## src/rtl/vga_pkg.sv

```systemverilog
// Shared VGA framebuffer constants, fill-engine state type and the
// framebuffer address helper used by the arbiter and the fill engine.
package vga_pkg;

  localparam logic [10:0] H_ACTIVE = 11'd640;
  localparam logic [10:0] H_TOTAL  = 11'd800;
  localparam logic [9:0]  V_ACTIVE = 10'd480;
  localparam logic [9:0]  V_TOTAL  = 10'd525;
  localparam logic [7:0]  FB_W     = 8'd160;
  localparam logic [6:0]  FB_H     = 7'd120;

  localparam int DATA_W = 8;
  localparam int ADDR_W = 15;

  typedef enum logic [1:0] {
    IDLE = 2'd0,
    FILL = 2'd1,
    DONE = 2'd2
  } fill_state_t;

  // y*160 + x built from shifts; the largest valid address is 19199.
  function automatic logic [ADDR_W-1:0] fb_addr(input logic [7:0] x, input logic [6:0] y);
    return {1'b0, y, 7'b0} + {3'b0, y, 5'b0} + {7'b0, x};
  endfunction

endpackage

```

## src/rtl/vga_rect_fill.sv

```systemverilog
// Rectangle-fill engine: validates a start request, then walks the
// rectangle in raster order, issuing one write per granted free slot.
module vga_rect_fill
  import vga_pkg::*;
(
  input  logic              clk,
  input  logic              reset,
  input  logic              i_start,
  input  logic [7:0]        i_x0,
  input  logic [7:0]        i_x1,
  input  logic [6:0]        i_y0,
  input  logic [6:0]        i_y1,
  input  logic [DATA_W-1:0] i_color,
  input  logic              i_grant,
  output logic              o_req,
  output logic [ADDR_W-1:0] o_addr,
  output logic [DATA_W-1:0] o_data,
  output logic              o_busy,
  output logic              o_done,
  output logic              o_err
);

  fill_state_t       r_state;
  fill_state_t       w_next;
  logic [7:0]        r_x;
  logic [7:0]        r_x0;
  logic [7:0]        r_x1;
  logic [6:0]        r_y;
  logic [6:0]        r_y1;
  logic [DATA_W-1:0] r_color;
  logic              r_err;
  logic              w_start_ok;
  logic              w_accept;
  logic              w_last;

  assign w_start_ok = (i_x0 <= i_x1) && (i_x1 < FB_W) && (i_y0 <= i_y1) && (i_y1 < FB_H);
  assign w_accept   = (r_state == IDLE) && i_start && w_start_ok;
  assign w_last     = (r_x == r_x1) && (r_y == r_y1);

  always_ff @(posedge clk or posedge reset) begin
    if (reset) begin
      r_state <= IDLE;
      r_err   <= 1'b0;
    end else begin
      r_state <= w_next;
      r_err   <= (r_state == IDLE) && i_start && !w_start_ok;
    end
  end

  always_comb begin
    w_next = r_state;
    case (r_state)
      IDLE:    if (w_accept) w_next = FILL;
      FILL:    if (i_grant && w_last) w_next = DONE;
      DONE:    w_next = IDLE;
      default: w_next = IDLE;
    endcase
  end

  // Bounds and cursor are pure data: only meaningful while FILL is active.
  always_ff @(posedge clk) begin
    if (w_accept) begin
      r_x     <= i_x0;
      r_y     <= i_y0;
      r_x0    <= i_x0;
      r_x1    <= i_x1;
      r_y1    <= i_y1;
      r_color <= i_color;
    end else if ((r_state == FILL) && i_grant) begin
      if (r_x == r_x1) begin
        r_x <= r_x0;
        r_y <= r_y + 7'd1;
      end else begin
        r_x <= r_x + 8'd1;
      end
    end
  end

  assign o_req  = (r_state == FILL);
  assign o_addr = fb_addr(r_x, r_y);
  assign o_data = r_color;
  assign o_busy = (r_state != IDLE);
  assign o_done = (r_state == DONE);
  assign o_err  = r_err;

endmodule

```

## src/rtl/vga_fb_arbiter.sv

```systemverilog
// Single-port framebuffer arbiter: display scanout owns every fourth cycle
// in active video, remaining cycles go to the fill engine, then the host.
module vga_fb_arbiter
  import vga_pkg::*;
(
  input  logic              clk,
  input  logic              reset,
  input  logic [10:0]       hcount,
  input  logic [9:0]        vcount,
  output logic [DATA_W-1:0] rgb,
  output logic [ADDR_W-1:0] ram_addr,
  output logic              ram_we,
  output logic [DATA_W-1:0] ram_wdata,
  input  logic [DATA_W-1:0] ram_rdata,
  input  logic              wr_valid,
  output logic              wr_ready,
  input  logic [7:0]        wr_x,
  input  logic [6:0]        wr_y,
  input  logic [DATA_W-1:0] wr_data,
  input  logic              rect_start,
  input  logic [7:0]        rect_x0,
  input  logic [7:0]        rect_x1,
  input  logic [6:0]        rect_y0,
  input  logic [6:0]        rect_y1,
  input  logic [DATA_W-1:0] rect_color,
  output logic              rect_busy,
  output logic              rect_done,
  output logic              rect_err
);

  logic [10:0]       w_nh;
  logic [9:0]        w_nv;
  logic              w_slot_p0;
  logic              w_free;
  logic [ADDR_W-1:0] w_disp_addr;
  logic              r_vld_p1;
  logic [DATA_W-1:0] r_pix_p2;
  logic              w_fill_req;
  logic              w_fill_grant;
  logic [ADDR_W-1:0] w_fill_addr;
  logic [DATA_W-1:0] w_fill_data;
  logic              w_host_fire;
  logic              w_host_in_range;

  // Slot p0: look two pixels ahead so the group is ready when it starts.
  assign w_nh = (hcount >= H_TOTAL - 11'd2) ? hcount - (H_TOTAL - 11'd2) : hcount + 11'd2;
  assign w_nv = (hcount < H_TOTAL - 11'd2) ? vcount
              : ((vcount == V_TOTAL - 10'd1) ? 10'd0 : vcount + 10'd1);
  assign w_slot_p0   = (hcount[1:0] == 2'd2) && (w_nh < H_ACTIVE) && (w_nv < V_ACTIVE);
  assign w_disp_addr = fb_addr(w_nh[9:2], w_nv[8:2]);
  assign w_free      = !w_slot_p0;

  // p1: read data returns; p2: pixel register holds the current group.
  always_ff @(posedge clk or posedge reset) begin
    if (reset) begin
      r_vld_p1 <= 1'b0;
      r_pix_p2 <= '0;
    end else begin
      r_vld_p1 <= w_slot_p0;
      if (r_vld_p1) r_pix_p2 <= ram_rdata;
    end
  end

  assign rgb = ((hcount < H_ACTIVE) && (vcount < V_ACTIVE)) ? r_pix_p2 : '0;

  vga_rect_fill u_fill (
    .clk     (clk),
    .reset   (reset),
    .i_start (rect_start),
    .i_x0    (rect_x0),
    .i_x1    (rect_x1),
    .i_y0    (rect_y0),
    .i_y1    (rect_y1),
    .i_color (rect_color),
    .i_grant (w_fill_grant),
    .o_req   (w_fill_req),
    .o_addr  (w_fill_addr),
    .o_data  (w_fill_data),
    .o_busy  (rect_busy),
    .o_done  (rect_done),
    .o_err   (rect_err)
  );

  assign w_fill_grant    = w_free && w_fill_req;
  assign wr_ready        = w_free && !rect_busy;
  assign w_host_fire     = wr_valid && wr_ready;
  assign w_host_in_range = (wr_x < FB_W) && (wr_y < FB_H);

  always_comb begin
    ram_addr  = w_disp_addr;
    ram_we    = 1'b0;
    ram_wdata = '0;
    if (w_slot_p0) begin
      ram_addr = w_disp_addr;
    end else if (w_fill_grant) begin
      ram_addr  = w_fill_addr;
      ram_we    = 1'b1;
      ram_wdata = w_fill_data;
    end else if (w_host_fire) begin
      // Out-of-range host pixels complete the handshake but never write.
      ram_addr  = fb_addr(wr_x, wr_y);
      ram_we    = w_host_in_range;
      ram_wdata = wr_data;
    end
  end

endmodule

```

## config.mk

```make
export PLATFORM = sky130hd
export DESIGN_NAME = vga_fb_arbiter
export DESIGN_NICKNAME = d
export VERILOG_FILES = /design/src/rtl/vga_pkg.sv /design/src/rtl/vga_rect_fill.sv /design/src/rtl/vga_fb_arbiter.sv
export SDC_FILE = /design/constraint.sdc
export NUM_CORES = 1
export LEC_CHECK = 0
export BUFFER_PORTS_ARGS = -buffer_cell sky130_fd_sc_hd__buf_2
export CORE_ASPECT_RATIO = 1.5
export CORE_UTILIZATION = 37
export DETAILED_ROUTE_END_ITERATION = 8
export GPL_TIMING_DRIVEN = 0
export HOLD_SLACK_MARGIN = 0.15
export PLACE_DENSITY_LB_ADDON = 0.05
export SLEW_MARGIN = 40
export SYNTH_ARGS = -nofsm -noshare
export SYNTH_HDL_FRONTEND = slang
export SYNTH_SLANG_ARGS = --single-unit
```

## constraint.sdc

```tcl
create_clock -name clk -period 10.2 [get_ports clk]
set_input_delay 1.02 -clock clk [delete_from_list [all_inputs] [get_ports clk]]
set_output_delay 1.02 -clock clk [all_outputs]
set_load 0.02 [all_outputs]
```

==> flow_summary.toml <==
[status]
status = "finished, final reports clean"

[critical_path]
critical_path_class = "in -> out"
cp.required_ns = 9.18
cp-end-kind = "primary output"
cp_max_fo = 6
cp-start-kind = "input port"
worst_ep_arrival_time_ns = 5.13

[routing]
vias = 4123
post_drt_wl_per_cell_um = 17.28
ant_nets = 0
route.detailed.vias_per_inst = 5.266
wirelength_um = 13530
drtPass1Iterations = 4
drt_iter0_markers = 130
drc = 0

[cts]
post-cts-setup-buffers = 0
cts_hold_buf = 0
clkTransAtPathRegs_ns = 0.05
root_buffer = "clkbuf_16"
cts_tree = "built"
clk_path_buf_depth = 2
cts_buffers = 9
cts.repair.resized = 0
clock_latency_ns = 0.34
clock-sinks = 58
cts-htree-levels = 3

[job]
max_cap_violations = 0

[finish]
final_cell_count_no_fill = 783
multiInputGateArea_mm2 = 0.003082
seq_area_mm2 = 0.001682
fillers = 1290
drive_gt1_frac = 0.2953
area_growth_pct = 24.32
fin_util = 0.4707
layout.nets = 775

[sta]
hold_viol_final = 0
period_needed_ns = 6.150
relSlewSlack = 0.5106
fin_tns_setup_ns = 0
worstMarginPinSlew_ns = 0.7287
fin_worst_skew_ns = 0.008184
rsz0062_at_grt = "no"
drv_slew = 0
setup_viol = 0
timing.fmax_mhz = 162.6
min_period_over_period = 0.6030

[power_and_ir_drop]
finalPower_mw = 1.308
p_per_area_mw_per_mm2 = 213.5
peakVddDrop_uv = 121.8
leakagePower_nw = 2.779

[placed_design]
place.gp.congestion = 0.8400
numPortBuffers = 126
dp_hpwl_um = 11030
dp_cells = 766

[die]
core_mm2 = 0.01302
die_area_mm2 = 0.01380
num_rows = 51
initial_utilization = 0.3786
ios = 130
die_y_um = 143.4
fp.dieW_um = 96.24

[synthesis]
async_flop_share = 0.2069
yosysSeqAreaShare = 0.3412
synth_edf_count = 46
synthDistinctLibCells = 64
avgSynthCellArea_um2 = 10.25
synth-seq-cells = 58
ys_warn_count = 0
synth_nets = 638
syn-instance-count = 481
yosys_most_used_dff = "edfxtp_1"
syn-cell-area_mm2 = 0.004928

[global_route]
grt_first_pass_wirelength_um = 20750
overflow = 0
grt_max_degree = 41
grtUsageTotal = 0.2034
grt_pass1_vias = 4155
antenna_found_initial = 0

[min_path]
hp-class = "reg -> reg"
-- Yosys cell counts, drive strengths merged, types with 7 or more instances --
master | instances | share of area
a21o | 11 | 0.017
a21oi | 21 | 0.021
a22o | 8 | 0.014
a22oi | 8 | 0.012
and2 | 11 | 0.014
and3 | 8 | 0.010
buf | 7 | 0.0094
dfrtp | 12 | 0.061
edfxtp | 46 | 0.28
ha | 57 | 0.14
inv | 32 | 0.024
mux2 | 19 | 0.043
nand2 | 19 | 0.014
nand2b | 7 | 0.0089
nand3 | 12 | 0.012
nor2 | 35 | 0.027
nor3 | 11 | 0.011
o21ai | 22 | 0.023
xnor2 | 29 | 0.052
xor2 | 24 | 0.043
-- kinds of logic (layout without fill, tap and decap cells) --
kind of cell,count (synthesis),after routing,synth area share
buf+inv,43,185,0.03681
simple gates,128,128,0.1346
other cells,0,1,0
flops,58,58,0.3412
compound gates,112,112,0.1706
mux,24,24,0.05357
xor+xnor,53,53,0.09419
fa+ha+maj,63,63,0.1691
-- registers in the layout (all words and copies together) (netlist names) --
register	cells
u_fill.r_y	7
u_fill.r_y1	7
u_fill.o_data	8
u_fill.r_x0	8
u_fill.o_err	1
u_fill.r_x1	8
u_fill.r_x	8
r_pix_p2	8
r_vld_p1	1
u_fill.r_state	2
-- routing by layer --
| layer | global-route usage | routed length (um) | vias to the layer above | share of wire |
|---|---|---|---|---|
| met3 | 0.03757 | 573 | 18 | 0.042 |
| met5 | 0 | 0 | - | 0 |
| met2 | 0.3804 | 7398 | 93 | 0.55 |
| met1 | 0.2241 | 5347 | 1950 | 0.40 |
| li1 | - | - | 2062 | - |
| met4 | 0.06834 | 212 | 0 | 0.016 |
-- report_power, final --
group,internal (mW),switching [mW]
clock network,0.241,0.121
logic,0.252,0.342
registers,0.311,0.0417
total,0.804,0.504
-- stage by stage --
stage | worst slack, ns | instance area (um2) | hold slack (ns)
after floorplan | 4.612 | 4928 | 0.4721
after global placement | 4.045 | 5758 | 0.4814
after detailed placement | 4.044 | 5774 | 0.4871
after CTS | 4.027 | 6125 | 0.4994
after global routing | 3.798 | 6125 | 0.5144
final | 4.050 | 6127 | 0.5007
-- worst paths after layout --
path,depth (start not counted),start,to,slack (ns)
max reg2reg,5,u_fill.r_state[0],u_fill.r_x[2],7.45
min in group asynchronous,2,reset,u_fill.o_err,0.70
max,18,hcount[1],ram_addr[12],4.05
min reg2reg,1,r_pix_p2[6],r_pix_p2[6],0.50
max in group asynchronous,2,reset,r_pix_p2[2],9.17
min,1,r_pix_p2[6],r_pix_p2[6],0.50
-- layout make-up --
type	count	share of cell area
multi-input cells	380	0.5030
flip-flops and latches	58	0.2745
repair buffers	126	0.1029
clock buffers	9	0.03676
well taps	159	0.03247
clock inverters	7	0.02042
inverters	32	0.01960
plain buffers	11	0.01001
diodes	1	0.0004084
-- cells in the final DEF (no fill, tap or decap), drive strengths merged, types with 6 or more instances in the layout --
master / n
a22oi: 8
nand3: 12
nand2: 19
nor2: 35
a22o: 8
inv: 33
nor3: 11
mux2: 19
and3: 8
and2: 11
xnor2: 29
fa: 6
a21o: 11
a21oi: 21
xor2: 24
ha: 57
nand2b: 7
clkbuf: 13
o21ai: 22
o21a: 6
edfxtp: 46
buf: 133
dfrtp: 12
-- critical path: stages --
cell      delay, ns
buf_2          0.12
ha_1           0.25
and3_1         0.27
o31ai_2        0.47
nand4b_1       0.19
xnor2_1        0.17
inv_1          0.10
fa_1           0.55
inv_1          0.07
fa_1           0.46
a21o_1         0.21
a21oi_1        0.22
nor2b_1        0.07
o21a_1         0.18
o21a_1         0.17
or3_1          0.35
nand2_1        0.08
buf_2          0.16
No activity file was read; power rests on OpenSTA's default activity.
